File: src/rtl/ddr_pkg.sv
// Shared definitions for the DDR DQ bank sequencer.
//   BL      : fixed burst length in beats
//   BEAT_W  : default DQ bits per bank (one beat)
//   BURST_W : default width of a packed 4-beat burst (beat0 in the LSBs)
//   CNT_W   : width of the latency / turnaround down-counter
//   state_t : sequencer states
package ddr_pkg;

    localparam int unsigned BL      = 4;
    localparam int unsigned BEAT_W  = 16;
    localparam int unsigned BURST_W = BL * BEAT_W;
    localparam int unsigned CNT_W   = 4;

    typedef enum logic [3:0] {
        IDLE,
        WR_WAIT,
        WR_PRE,
        WR_BEAT0,
        WR_BEAT1,
        RD_WAIT,
        RD_CAP0,
        RD_CAP1,
        RD_DONE,
        TURNAROUND
    } state_t;

endpackage

File: src/rtl/ddr_dq_sequencer_if.sv
// Command / read-return / DQ-bank signal bundle for ddr_dq_sequencer.
//   cmd_valid/cmd_ready/cmd_we/cmd_wdata : burst command handshake from the scheduler
//   rd_valid/rd_data                     : assembled 4-beat read return
//   busy                                 : sequencer not idle
//   bank_t/bank_d0/bank_d1               : tristate control and ODDR beat pair to the bank
//   bank_o0/bank_o1                      : captured beat pair from the bank
// slave  = sequencer side, master = scheduler + bank side.
interface ddr_dq_sequencer_if
    import ddr_pkg::*;
#(
    parameter int unsigned BANK_WIDTH = BEAT_W
) ();

    logic                       cmd_valid;
    logic                       cmd_ready;
    logic                       cmd_we;
    logic [BL*BANK_WIDTH-1:0]   cmd_wdata;
    logic                       rd_valid;
    logic [BL*BANK_WIDTH-1:0]   rd_data;
    logic                       busy;
    logic                       bank_t;
    logic [BANK_WIDTH-1:0]      bank_d0;
    logic [BANK_WIDTH-1:0]      bank_d1;
    logic [BANK_WIDTH-1:0]      bank_o0;
    logic [BANK_WIDTH-1:0]      bank_o1;

    modport slave (
        input  cmd_valid, cmd_we, cmd_wdata, bank_o0, bank_o1,
        output cmd_ready, rd_valid, rd_data, busy, bank_t, bank_d0, bank_d1
    );

    modport master (
        output cmd_valid, cmd_we, cmd_wdata, bank_o0, bank_o1,
        input  cmd_ready, rd_valid, rd_data, busy, bank_t, bank_d0, bank_d1
    );

endinterface

File: src/rtl/ddr_lat_counter.sv
// Loadable saturating down-counter used for the WL/RL wait and the bus turnaround.
//   clk, rst        : clock, async active-high reset
//   i_load          : load i_load_val (has priority over decrement)
//   i_load_val      : number of cycles the caller will spend counting
//   i_dec           : decrement by one, stopping at zero
//   o_zero_nxt_c    : count reaches zero with this cycle's decrement (final counted cycle)
module ddr_lat_counter
    import ddr_pkg::*;
#(
    parameter int unsigned CW = CNT_W
) (
    input  logic          clk,
    input  logic          rst,
    input  logic          i_load,
    input  logic [CW-1:0] i_load_val,
    input  logic          i_dec,
    output logic          o_zero_nxt_c
);

    logic [CW-1:0] r_count;

    always_ff @(posedge clk or posedge rst) begin
        if (rst) begin
            r_count <= '0;
        end else if (i_load) begin
            r_count <= i_load_val;
        end else if (i_dec && (r_count != '0)) begin
            r_count <= r_count - CW'(1);
        end
    end

    assign o_zero_nxt_c = (r_count <= CW'(1));

endmodule

File: src/rtl/ddr_dq_sequencer.sv
// BL4 burst sequencer for one DDR DQ bank (ODDR + IOBUF per bit, shared tristate).
//   clk, rst : clock, async active-high reset
//   bus      : ddr_dq_sequencer_if.slave
//              cmd_* in / cmd_ready out : one burst command per accept
//              rd_valid/rd_data out      : one-cycle pulse with the assembled read burst
//              busy out                  : high in every state but IDLE
//              bank_t/bank_d0/bank_d1    : drive side of the bank, registered
//              bank_o0/bank_o1 in        : capture side of the bank
module ddr_dq_sequencer
    import ddr_pkg::*;
#(
    parameter int unsigned BANK_WIDTH = BEAT_W,
    parameter int unsigned WL         = 3,
    parameter int unsigned RL         = 4,
    parameter int unsigned TURN       = 1
) (
    input  logic              clk,
    input  logic              rst,
    ddr_dq_sequencer_if.slave bus
);

    localparam int unsigned DW = BL * BANK_WIDTH;

    state_t                 r_state;
    logic                   r_cmd_ready;
    logic                   r_busy;
    logic                   r_rd_valid;
    logic                   r_bank_t;
    logic [BANK_WIDTH-1:0]  r_d0;
    logic [BANK_WIDTH-1:0]  r_d1;
    logic [BANK_WIDTH-1:0]  r_cap0;
    logic [BANK_WIDTH-1:0]  r_cap1;
    logic [DW-1:0]          r_wdata;
    logic [DW-1:0]          r_rd_data;

    logic                   w_accept;
    logic                   w_load;
    logic                   w_dec;
    logic                   w_cnt_last;
    logic [CNT_W-1:0]       w_load_val;

    // r_cmd_ready is only ever high in IDLE, so this is the full handshake
    assign w_accept = bus.cmd_valid && r_cmd_ready;

    // Counter control: load the number of cycles to spend in the next counted state
    always_comb begin
        w_load     = 1'b0;
        w_load_val = '0;
        w_dec      = (r_state == WR_WAIT) || (r_state == RD_WAIT) || (r_state == TURNAROUND);
        if (w_accept) begin
            w_load     = 1'b1;
            w_load_val = bus.cmd_we ? CNT_W'(WL - 1) : CNT_W'(RL - 1);
        end else if (r_state == WR_BEAT1) begin
            w_load     = 1'b1;
            w_load_val = CNT_W'(TURN);
        end else if (r_state == RD_DONE) begin
            // RD_DONE already leaves the bus idle, so it counts as the first turnaround cycle
            w_load     = 1'b1;
            w_load_val = (TURN > 1) ? CNT_W'(TURN - 1) : '0;
        end
    end

    ddr_lat_counter #(
        .CW (CNT_W)
    ) u_lat_cnt (
        .clk          (clk),
        .rst          (rst),
        .i_load       (w_load),
        .i_load_val   (w_load_val),
        .i_dec        (w_dec),
        .o_zero_nxt_c (w_cnt_last)
    );

    // Sequencer FSM; every output is set one cycle ahead so it is valid in the named state
    always_ff @(posedge clk or posedge rst) begin
        if (rst) begin
            r_state     <= IDLE;
            r_cmd_ready <= 1'b0;
            r_busy      <= 1'b0;
            r_rd_valid  <= 1'b0;
            r_bank_t    <= 1'b1;
            r_d0        <= '0;
            r_d1        <= '0;
            r_cap0      <= '0;
            r_cap1      <= '0;
            r_wdata     <= '0;
            r_rd_data   <= '0;
        end else begin
            r_rd_valid <= 1'b0;
            case (r_state)
                IDLE: begin
                    r_cmd_ready <= 1'b1;
                    r_busy      <= 1'b0;
                    if (w_accept) begin
                        r_cmd_ready <= 1'b0;
                        r_busy      <= 1'b1;
                        if (bus.cmd_we) begin
                            r_wdata <= bus.cmd_wdata;
                            if (WL == 1) begin
                                r_state  <= WR_PRE;
                                r_bank_t <= 1'b0;
                            end else begin
                                r_state  <= WR_WAIT;
                            end
                        end else if (RL == 1) begin
                            r_state <= RD_CAP0;
                        end else begin
                            r_state <= RD_WAIT;
                        end
                    end
                end
                WR_WAIT: begin
                    if (w_cnt_last) begin
                        r_state  <= WR_PRE;
                        r_bank_t <= 1'b0;
                    end
                end
                WR_PRE: begin
                    r_state <= WR_BEAT0;
                    r_d0    <= r_wdata[0*BANK_WIDTH +: BANK_WIDTH];
                    r_d1    <= r_wdata[1*BANK_WIDTH +: BANK_WIDTH];
                end
                WR_BEAT0: begin
                    r_state <= WR_BEAT1;
                    r_d0    <= r_wdata[2*BANK_WIDTH +: BANK_WIDTH];
                    r_d1    <= r_wdata[3*BANK_WIDTH +: BANK_WIDTH];
                end
                WR_BEAT1: begin
                    r_bank_t <= 1'b1;
                    r_d0     <= '0;
                    r_d1     <= '0;
                    if (TURN > 0) begin
                        r_state <= TURNAROUND;
                    end else begin
                        r_state     <= IDLE;
                        r_cmd_ready <= 1'b1;
                        r_busy      <= 1'b0;
                    end
                end
                RD_WAIT: begin
                    if (w_cnt_last) begin
                        r_state <= RD_CAP0;
                    end
                end
                RD_CAP0: begin
                    r_state <= RD_CAP1;
                    r_cap0  <= bus.bank_o0;
                    r_cap1  <= bus.bank_o1;
                end
                RD_CAP1: begin
                    r_state    <= RD_DONE;
                    r_rd_data  <= {bus.bank_o1, bus.bank_o0, r_cap1, r_cap0};
                    r_rd_valid <= 1'b1;
                end
                RD_DONE: begin
                    if (TURN > 1) begin
                        r_state <= TURNAROUND;
                    end else begin
                        r_state     <= IDLE;
                        r_cmd_ready <= 1'b1;
                        r_busy      <= 1'b0;
                    end
                end
                TURNAROUND: begin
                    if (w_cnt_last) begin
                        r_state     <= IDLE;
                        r_cmd_ready <= 1'b1;
                        r_busy      <= 1'b0;
                    end
                end
                default: begin
                    r_state  <= IDLE;
                    r_bank_t <= 1'b1;
                    r_d0     <= '0;
                    r_d1     <= '0;
                end
            endcase
        end
    end

    assign bus.cmd_ready = r_cmd_ready;
    assign bus.busy      = r_busy;
    assign bus.rd_valid  = r_rd_valid;
    assign bus.rd_data   = r_rd_data;
    assign bus.bank_t    = r_bank_t;
    assign bus.bank_d0   = r_d0;
    assign bus.bank_d1   = r_d1;

endmodule

File: src/flat_wrapper.sv
// flat-port wrapper written by rule: the top's interface ports become plain ports
module ddr_dq_sequencer_flat import ddr_pkg::*;
#(
    parameter int unsigned BANK_WIDTH = BEAT_W,
    parameter int unsigned WL         = 3,
    parameter int unsigned RL         = 4,
    parameter int unsigned TURN       = 1
)
  (clk, rst, bus_cmd_valid, bus_cmd_we, bus_cmd_wdata, bus_bank_o0, bus_bank_o1, bus_cmd_ready, bus_rd_valid, bus_rd_data, bus_busy, bus_bank_t, bus_bank_d0, bus_bank_d1);
  ddr_dq_sequencer_if #(.BANK_WIDTH(BANK_WIDTH)) bus_i ();
  input  logic clk;
  input  logic rst;
  input wire logic [$bits(bus_i.cmd_valid)-1:0] bus_cmd_valid;
  input wire logic [$bits(bus_i.cmd_we)-1:0] bus_cmd_we;
  input wire logic [$bits(bus_i.cmd_wdata)-1:0] bus_cmd_wdata;
  input wire logic [$bits(bus_i.bank_o0)-1:0] bus_bank_o0;
  input wire logic [$bits(bus_i.bank_o1)-1:0] bus_bank_o1;
  output wire logic [$bits(bus_i.cmd_ready)-1:0] bus_cmd_ready;
  output wire logic [$bits(bus_i.rd_valid)-1:0] bus_rd_valid;
  output wire logic [$bits(bus_i.rd_data)-1:0] bus_rd_data;
  output wire logic [$bits(bus_i.busy)-1:0] bus_busy;
  output wire logic [$bits(bus_i.bank_t)-1:0] bus_bank_t;
  output wire logic [$bits(bus_i.bank_d0)-1:0] bus_bank_d0;
  output wire logic [$bits(bus_i.bank_d1)-1:0] bus_bank_d1;
  assign bus_i.cmd_valid = bus_cmd_valid;
  assign bus_i.cmd_we = bus_cmd_we;
  assign bus_i.cmd_wdata = bus_cmd_wdata;
  assign bus_i.bank_o0 = bus_bank_o0;
  assign bus_i.bank_o1 = bus_bank_o1;
  assign bus_cmd_ready = bus_i.cmd_ready;
  assign bus_rd_valid = bus_i.rd_valid;
  assign bus_rd_data = bus_i.rd_data;
  assign bus_busy = bus_i.busy;
  assign bus_bank_t = bus_i.bank_t;
  assign bus_bank_d0 = bus_i.bank_d0;
  assign bus_bank_d1 = bus_i.bank_d1;
  ddr_dq_sequencer #(.BANK_WIDTH(BANK_WIDTH), .WL(WL), .RL(RL), .TURN(TURN)) u_core (.clk(clk), .rst(rst), .bus(bus_i));
endmodule
File: config.mk
export PLATFORM = sky130hd
export DESIGN_NAME = ddr_dq_sequencer_flat
export DESIGN_NICKNAME = d
export VERILOG_FILES = /design/src/rtl/ddr_pkg.sv /design/src/rtl/ddr_dq_sequencer_if.sv /design/src/rtl/ddr_lat_counter.sv /design/src/rtl/ddr_dq_sequencer.sv /design/src/flat_wrapper.sv
export SDC_FILE = /design/constraint.sdc
export NUM_CORES = 1
export LEC_CHECK = 0
export CAP_MARGIN = 15
export CELL_PAD_IN_SITES_DETAIL_PLACEMENT = 0
export CELL_PAD_IN_SITES_GLOBAL_PLACEMENT = 1
export CORE_UTILIZATION = 25
export CTS_BUF_LIST = sky130_fd_sc_hd__clkbuf_2 sky130_fd_sc_hd__clkbuf_4 sky130_fd_sc_hd__clkbuf_8
export CTS_CLUSTER_SIZE = 14
export DETAILED_ROUTE_END_ITERATION = 8
export PLACE_DENSITY_LB_ADDON = 0.3
export SYNTH_ARGS = -nofsm -noshare
export SYNTH_HDL_FRONTEND = slang
export SYNTH_SLANG_ARGS = --single-unit
File: constraint.sdc
create_clock -name clk -period 18.43 [get_ports clk]
set_input_delay 3.686 -clock clk [delete_from_list [all_inputs] [get_ports clk]]
set_output_delay 3.686 -clock clk [all_outputs]
set_load 0.02 [all_outputs]
## Word-level counts from Yosys, hierarchy flattened

Cells that the tools add are included.

- Bits in registers: 204

- $add $sub $neg: 1
- $lt $le $gt $ge: 1
- Eq/ne operators: 13
- Mux-type cells: 24
- Bitwise operators: 1
- Reductions and logical operators: 14

Operators with widths:

| cell | number |
|---|---|
| case mux 16 bit (3 select lines) | 2 |
| case mux 4 bit (9 select lines) | 1 |
| two-way mux 4 bit | 7 |
| equality test 4 x 3 -> 1 bit, second input constant | 4 |
| two-way mux 1 bit | 10 |
| equality test 4 x 2 -> 1 bit, second input constant | 2 |
| equality test 4 bit, second input constant | 2 |
| OR reduction 8 bit | 1 |
| OR reduction 7 bit | 1 |
| != test 2 bit, second input constant | 3 |
| case mux 1 bit (3 select lines) | 2 |
| equality test 4 x 1 -> 1 bit, second input constant | 1 |
| less-or-equal comparator 4 x 1 -> 1 bit, second input constant | 1 |
| logical NOT 4 bit | 1 |
| AND reduction 2 bit | 2 |
| AND reduction 4 bit | 1 |
| nonzero test 4 bit | 1 |
| subtractor 4 x 1 -> 4 bit, second input constant | 1 |
| two-way mux 3 bit | 1 |
| AND reduction 3 bit | 1 |
| nonzero test 3 bit | 1 |
| logical AND 1 bit | 2 |
| logical OR 1 bit | 2 |
| != test 2 x 1 -> 1 bit, second input constant | 1 |
| other kinds (3) | 3 |

## Longest topological paths before layout

- Word-level depth: 6
- Depth in mapped cells: 6
- Depth with buffers taken out: 6

## Modules after synthesis

From an unflattened synthesis, not the netlist that was laid out.

- Cells, all modules: 570
- Area total of the unflattened synthesis: 8,117.8 um^2

Modules (own cells, without submodules):

| module | instances | cells an instance | area an instance (um^2) | sequential area each (um^2) |
|---|---|---|---|---|
| ddr_dq_sequencer | 1 | 537 | 7,828.8 | 5,006.1 |
| ddr_lat_counter | 1 | 33 | 289.0 | 100.1 |

## Least setup slack after synthesis

Ideal clock, no wire load.

- Kind: input-to-reg
- Start: input port bus_cmd_valid
- End: register u_core.r_wdata[0]
- Setup time: 125 ps
- Data arrival time: 4,827 ps
- Path slack: 13,478 ps
- Stages on the path: 4
- Cell sequence: nand3_1 -> nor4_4 -> buf_6 -> mux2_4

- Cells in the longest elaborated chain, start to end: 2

Ends and longest elaborated chain:

| what | RTL line | source |
|---|---|---|
| from (decl) | flat_wrapper.sv:13 | `input wire logic [$bits(bus_i.cmd_valid)-1:0] bus_cmd_valid;` |
| logical AND 1 bit | ddr_dq_sequencer.sv:43 | `assign w_accept = bus.cmd_valid && r_cmd_ready;` |
| AND reduction 3 bit (no source line) | - |  |
| to (signal assigned) | ddr_dq_sequencer.sv:98 | `r_wdata <= bus.cmd_wdata;` |
| to (decl) | ddr_dq_sequencer.sv:33 | `logic [DW-1:0] r_wdata;` |

No other way between the ends.
A chain may end at the register's enable or synchronous reset.

## Worst setup path after layout

- Start: input port bus_cmd_we
- End: register u_core.r_wdata[58]

- Cells in the longest elaborated chain, start to end: 1

Ends and longest elaborated chain:

| what | RTL line | source |
|---|---|---|
| from (decl) | flat_wrapper.sv:14 | `input wire logic [$bits(bus_i.cmd_we)-1:0] bus_cmd_we;` |
| AND reduction 3 bit (no source line) | - |  |

No other way between the ends.

==> Implementation_results.wiki <==
{| class="wikitable"
! Metric !! Value
|-
| Most frequent cells in the layout || 203 x sky130_fd_sc_hd__dfrtp_1, 199 x sky130_fd_sc_hd__clkdlybuf4s50_1, 117 x sky130_fd_sc_hd__mux2_2
|-
| Sequential cell area fraction in the yosys report || 0.6292
|-
| Total of max-cap violations || 0
|-
| Clock transition at the registers of the reported paths || 0.06 ns
|-
| Dominant combinational cell family by area after synthesis || multiplexers
|-
| Data arrival time of the critical path || 5.94 ns
|-
| Source-to-sink clock delay at the later pin of the worst-skew pair || about 0.52 ns
|-
| Critical path launch point type || input port
|-
| Length of the first detailed-routing pass in iterations || 5
|-
| Maximum clock path buffer count || 3
|-
| Number of clock buffers inserted by TritonCTS || 39
|-
| CTS HTree Levels || 2
|-
| Xor and xnor area share after synthesis || 0.004317
|-
| Design Area, Final || 11370 sq um
|-
| Top-Level Pins || 200
|-
| Mean instance size in the synthesized netlist || 15.37 sq um
|-
| Number of buffer cells added on primary ports || 199
|-
| Pwr/cell area || 169.3 nW/um^2
|-
| Data required time at the worst endpoint || about 19 ns
|-
| Largest vdd supply drop || approximately 0.062 mV
|-
| Max Clock Freq || 0.1804 GHz
|-
| Unrepaired setup endpoints after global routing || false
|-
| Syn_nets || about 630
|-
| Depth of the worst register-to-register path || 5
|-
| Largest net degree at the start of global routing || 140
|-
| Final count of pins violating max slew || 0
|-
| Worst min-delay path class || flop to flop
|-
| Min cycle time layout || between 5 and 6 ns
|-
| Number of antenna violations at the first check in global routing || 1
|-
| Number of distinct library cells after synthesis || 40
|-
| Setup Skew || around 0.013 ns
|-
| HPWL after detailed placement || 12000 microns
|-
| Post-synth top area share || 0.6260
|-
| Detailed-route DRC error count || 0
|-
| Final instance count without filler cells || ~1200
|-
| Number of nets at the end of the flow || between 800 and 900
|-
| Maximum fanout count along the critical path || 44
|-
| Number of vias per cell after detailed routing || 4.362
|-
| Area of combinational cells with multiple inputs || around 2700 sq um
|-
| Antenna violation net count after detailed routing || 0
|-
| Beginning of the worst hold path || u_core.r_wdata[61]
|-
| Detailed Route Iter0 Violations || about 280
|-
| Tcrit/Tclk final || 0.3007
|-
| Share of synthesized cell area in and, or, nand and nor gates || 0.02374
|-
| Post-cts hold buffer count || 0
|-
| Hold Fails Final Rpt || 0
|-
| Endpoint kind of the worst setup timing path || flop
|-
| Headroom to the max-slew limit || 0.3201
|-
| Static Leak || between 5 and 6 nW
|-
| Vias in the first global route || 5441
|-
| Warning count from the yosys run || 0
|-
| Adder and majority gate portion of the synthesized area || 0.004625
|-
| CORE AREA || about 32000 sq um
|-
| Total routing usage reported by global routing || 0.1170
|-
| Total standard cell area after synthesis || just over 8000 sq um
|-
| Post-synthesis cell type with the largest combined area || sky130_fd_sc_hd__dfrtp_1
|-
| Endpoint with the worst hold slack || u_core.bus.bank_d1[13]
|-
| Vert. Die Dim || 182.2 microns
|-
| Overall power consumption || 1.924 mW
|-
| Most common cell after layout, fill and taps aside || sky130_fd_sc_hd__dfrtp_1
|-
| Area growth, synth to finish || 40.06%
|-
| Worst reg2reg path startpoint || u_core.r_state[1]
|-
| Final Setup Violations || 0
|-
| Total overflow reported by the global router || 0
|-
| Horiz. Die Dim || about 180 microns
|-
| Fillers || slightly above 3000
|-
| Setup bufs post-CTS || 0
|-
| Compound-gate portion of the synthesized area || 0.05735
|-
| Total wirelength of the detailed-routed design || 19150 microns
|-
| Number of resized instances in the post-cts repair step || 0
|-
| Hold Path Cell Cnt || 2
|-
| Sum of negative setup slack || 0 ns
|-
| Fraction of final layout cells sized beyond drive strength 1 || 0.3112
|-
| Multiplexer fraction of the synthesized cell area || 0.2418
|-
| Final weighted congestion in routability-driven placement || around 0.7
|-
| Post-Place Cell Area || about 11000 sq um
|-
| Worst Setup Path Type || input port to flop
|-
| TritonCTS Sinks || slightly above 200
|-
| Initial cell density of the core || 0.2559
|-
| Top area cells in the synthesized netlist || sky130_fd_sc_hd__dfrtp_1 63%, sky130_fd_sc_hd__mux2_2 16%, sky130_fd_sc_hd__mux2_4 7.4%, sky130_fd_sc_hd__a222oi_1 3.9%, sky130_fd_sc_hd__inv_1 1.7%
|-
| Wire length per cell || roughly 16 microns
|-
| TritonCTS clock tree || built
|-
| Sequential cell area || 5106 sq um
|-
| R2R Path End || u_core.r_wdata[58]
|-
| Register bit count reported by yosys || between 200 and 250
|-
| Number of placed instances, taps included || 1104
|-
| Status || complete, no violations
|-
| Total Die Area || approximately 33000 sq um
|-
| Number of standard cells after synthesis || about 530
|-
| Root buffer cell || sky130_fd_sc_hd__clkbuf_8
|-
| Placement Rows || 65
|-
| Setup slack of the most critical reg-to-reg path || approximately 16 ns
|-
| Count of vias placed by the detailed router || 5108
|-
| Worst slew pin tran || roughly 1.0 ns
|-
| Wire length of the first global-routing pass || a little over 30000 microns
|}
[synth_stat cells, drive strengths merged]
| cell | n |
|---|---|
| dfrtp | 203 |
| mux2 | 160 |
| inv | 37 |
| a222oi | 32 |
| buf | 16 |
| clkbuf | 16 |
| a21oi | 7 |
| nor2 | 7 |
| nor3 | 6 |
| ha | 3 |
| nand2 | 3 |
| nand2b | 3 |
| nor2b | 3 |
| o21ai | 3 |
| a211oi | 2 |
| a21o | 2 |
| nand3 | 2 |
| nand4 | 2 |
| xnor2 | 2 |
| xor2 | 2 |
| a22o | 1 |
| a31oi | 1 |
| a32o | 1 |
| and3 | 1 |
| dfstp | 1 |
| mux2i | 1 |
| nand3b | 1 |
| nor3b | 1 |
| nor4 | 1 |
| o21a | 1 |
| o21bai | 1 |
| o22a | 1 |
| o31ai | 1 |
| o41ai | 1 |
| or2 | 1 |
| or3b | 1 |
| or4 | 1 |
[registers in the layout, indices dropped and copies added, names as in the netlist]
register and count:
u_core.bus.rd_data 64, u_core.r_wdata 64, u_core.bus.bank_d0 16, u_core.bus.bank_d1 16, u_core.r_cap0 16, u_core.r_cap1 16
u_core.r_state 4, u_core.u_lat_cnt.r_count 4, u_core.bus.bank_t 1, u_core.bus.busy 1, u_core.bus.cmd_ready 1, u_core.bus.rd_valid 1
[worst max path at each step]
stage / from / to / depth (start not counted)
final: bus_cmd_we / u_core.r_wdata[58] / 6
after global routing: bus_cmd_we / u_core.r_wdata[26] / 6
after CTS: bus_cmd_we / u_core.r_wdata[26] / 6
after detailed placement: bus_cmd_we / u_core.r_wdata[26] / 6
after global placement: bus_cmd_we / u_core.r_wdata[25] / 6
after floorplan: rst / u_core.bus.bank_d0[0] / 1
[worst max-delay path: stages]
cell and delay [ns]:
sky130_fd_sc_hd__clkdlybuf4s50_1 0.51, sky130_fd_sc_hd__nand3_1 0.12, sky130_fd_sc_hd__nor4_4 0.14, sky130_fd_sc_hd__buf_4 0.38, sky130_fd_sc_hd__buf_4 0.67, sky130_fd_sc_hd__mux2_2 0.41
[kinds of logic after synthesis]
kind of cell | after synthesis
AOI/OAI and AO/OA | 54
xor gates and xnor gates | 4
adders and majority gates | 3
buffers and inverters | 69
DFF | 204
muxes | 161
and+or+nand+nor | 33
[routing by layer]
| metal | global-route usage | part of all wire | up-vias |
|---|---|---|---|
| met3 | 0.05468 | 0.11 | 44 |
| met2 | 0.1706 | 0.42 | 188 |
| li1 | - | - | 2349 |
| met5 | 0 | 0 | - |
| met4 | 0.04134 | 0.028 | 0 |
| met1 | 0.1511 | 0.44 | 2527 |
[metrics by stage]
step	setup WS (ns)	hold slack, ns	util
2_1_floorplan	9.178	0.4520	-
3_3_place_gp	12.36	0.4640	0.3321
3_5_place_dp	12.34	0.4749	0.3321
4_1_cts	12.88	0.4781	0.3583
5_1_grt	12.78	0.5080	0.3583
6_report	12.89	0.4783	0.3583
[area by class of cell]
| class | count | area share |
|---|---|---|
| clock buffers | 59 | 0.06759 |
| clock inverters | 7 | 0.005504 |
| multi-input cells | 255 | 0.2404 |
| flip-flops and latches | 204 | 0.4493 |
| inverters | 37 | 0.01288 |
| repair buffers | 206 | 0.1799 |
| well taps | 402 | 0.04425 |
| diodes | 1 | 0.0002202 |
[power breakdown]
part           total (mW)  switching (mW)  leakage, nW  internal [mW]
Combinational       0.685           0.298         2.12          0.387
Sequential          0.770           0.121         2.55          0.649
Clock               0.468           0.190        0.440          0.279
Note: power is estimated with default switching activity, not from simulation.
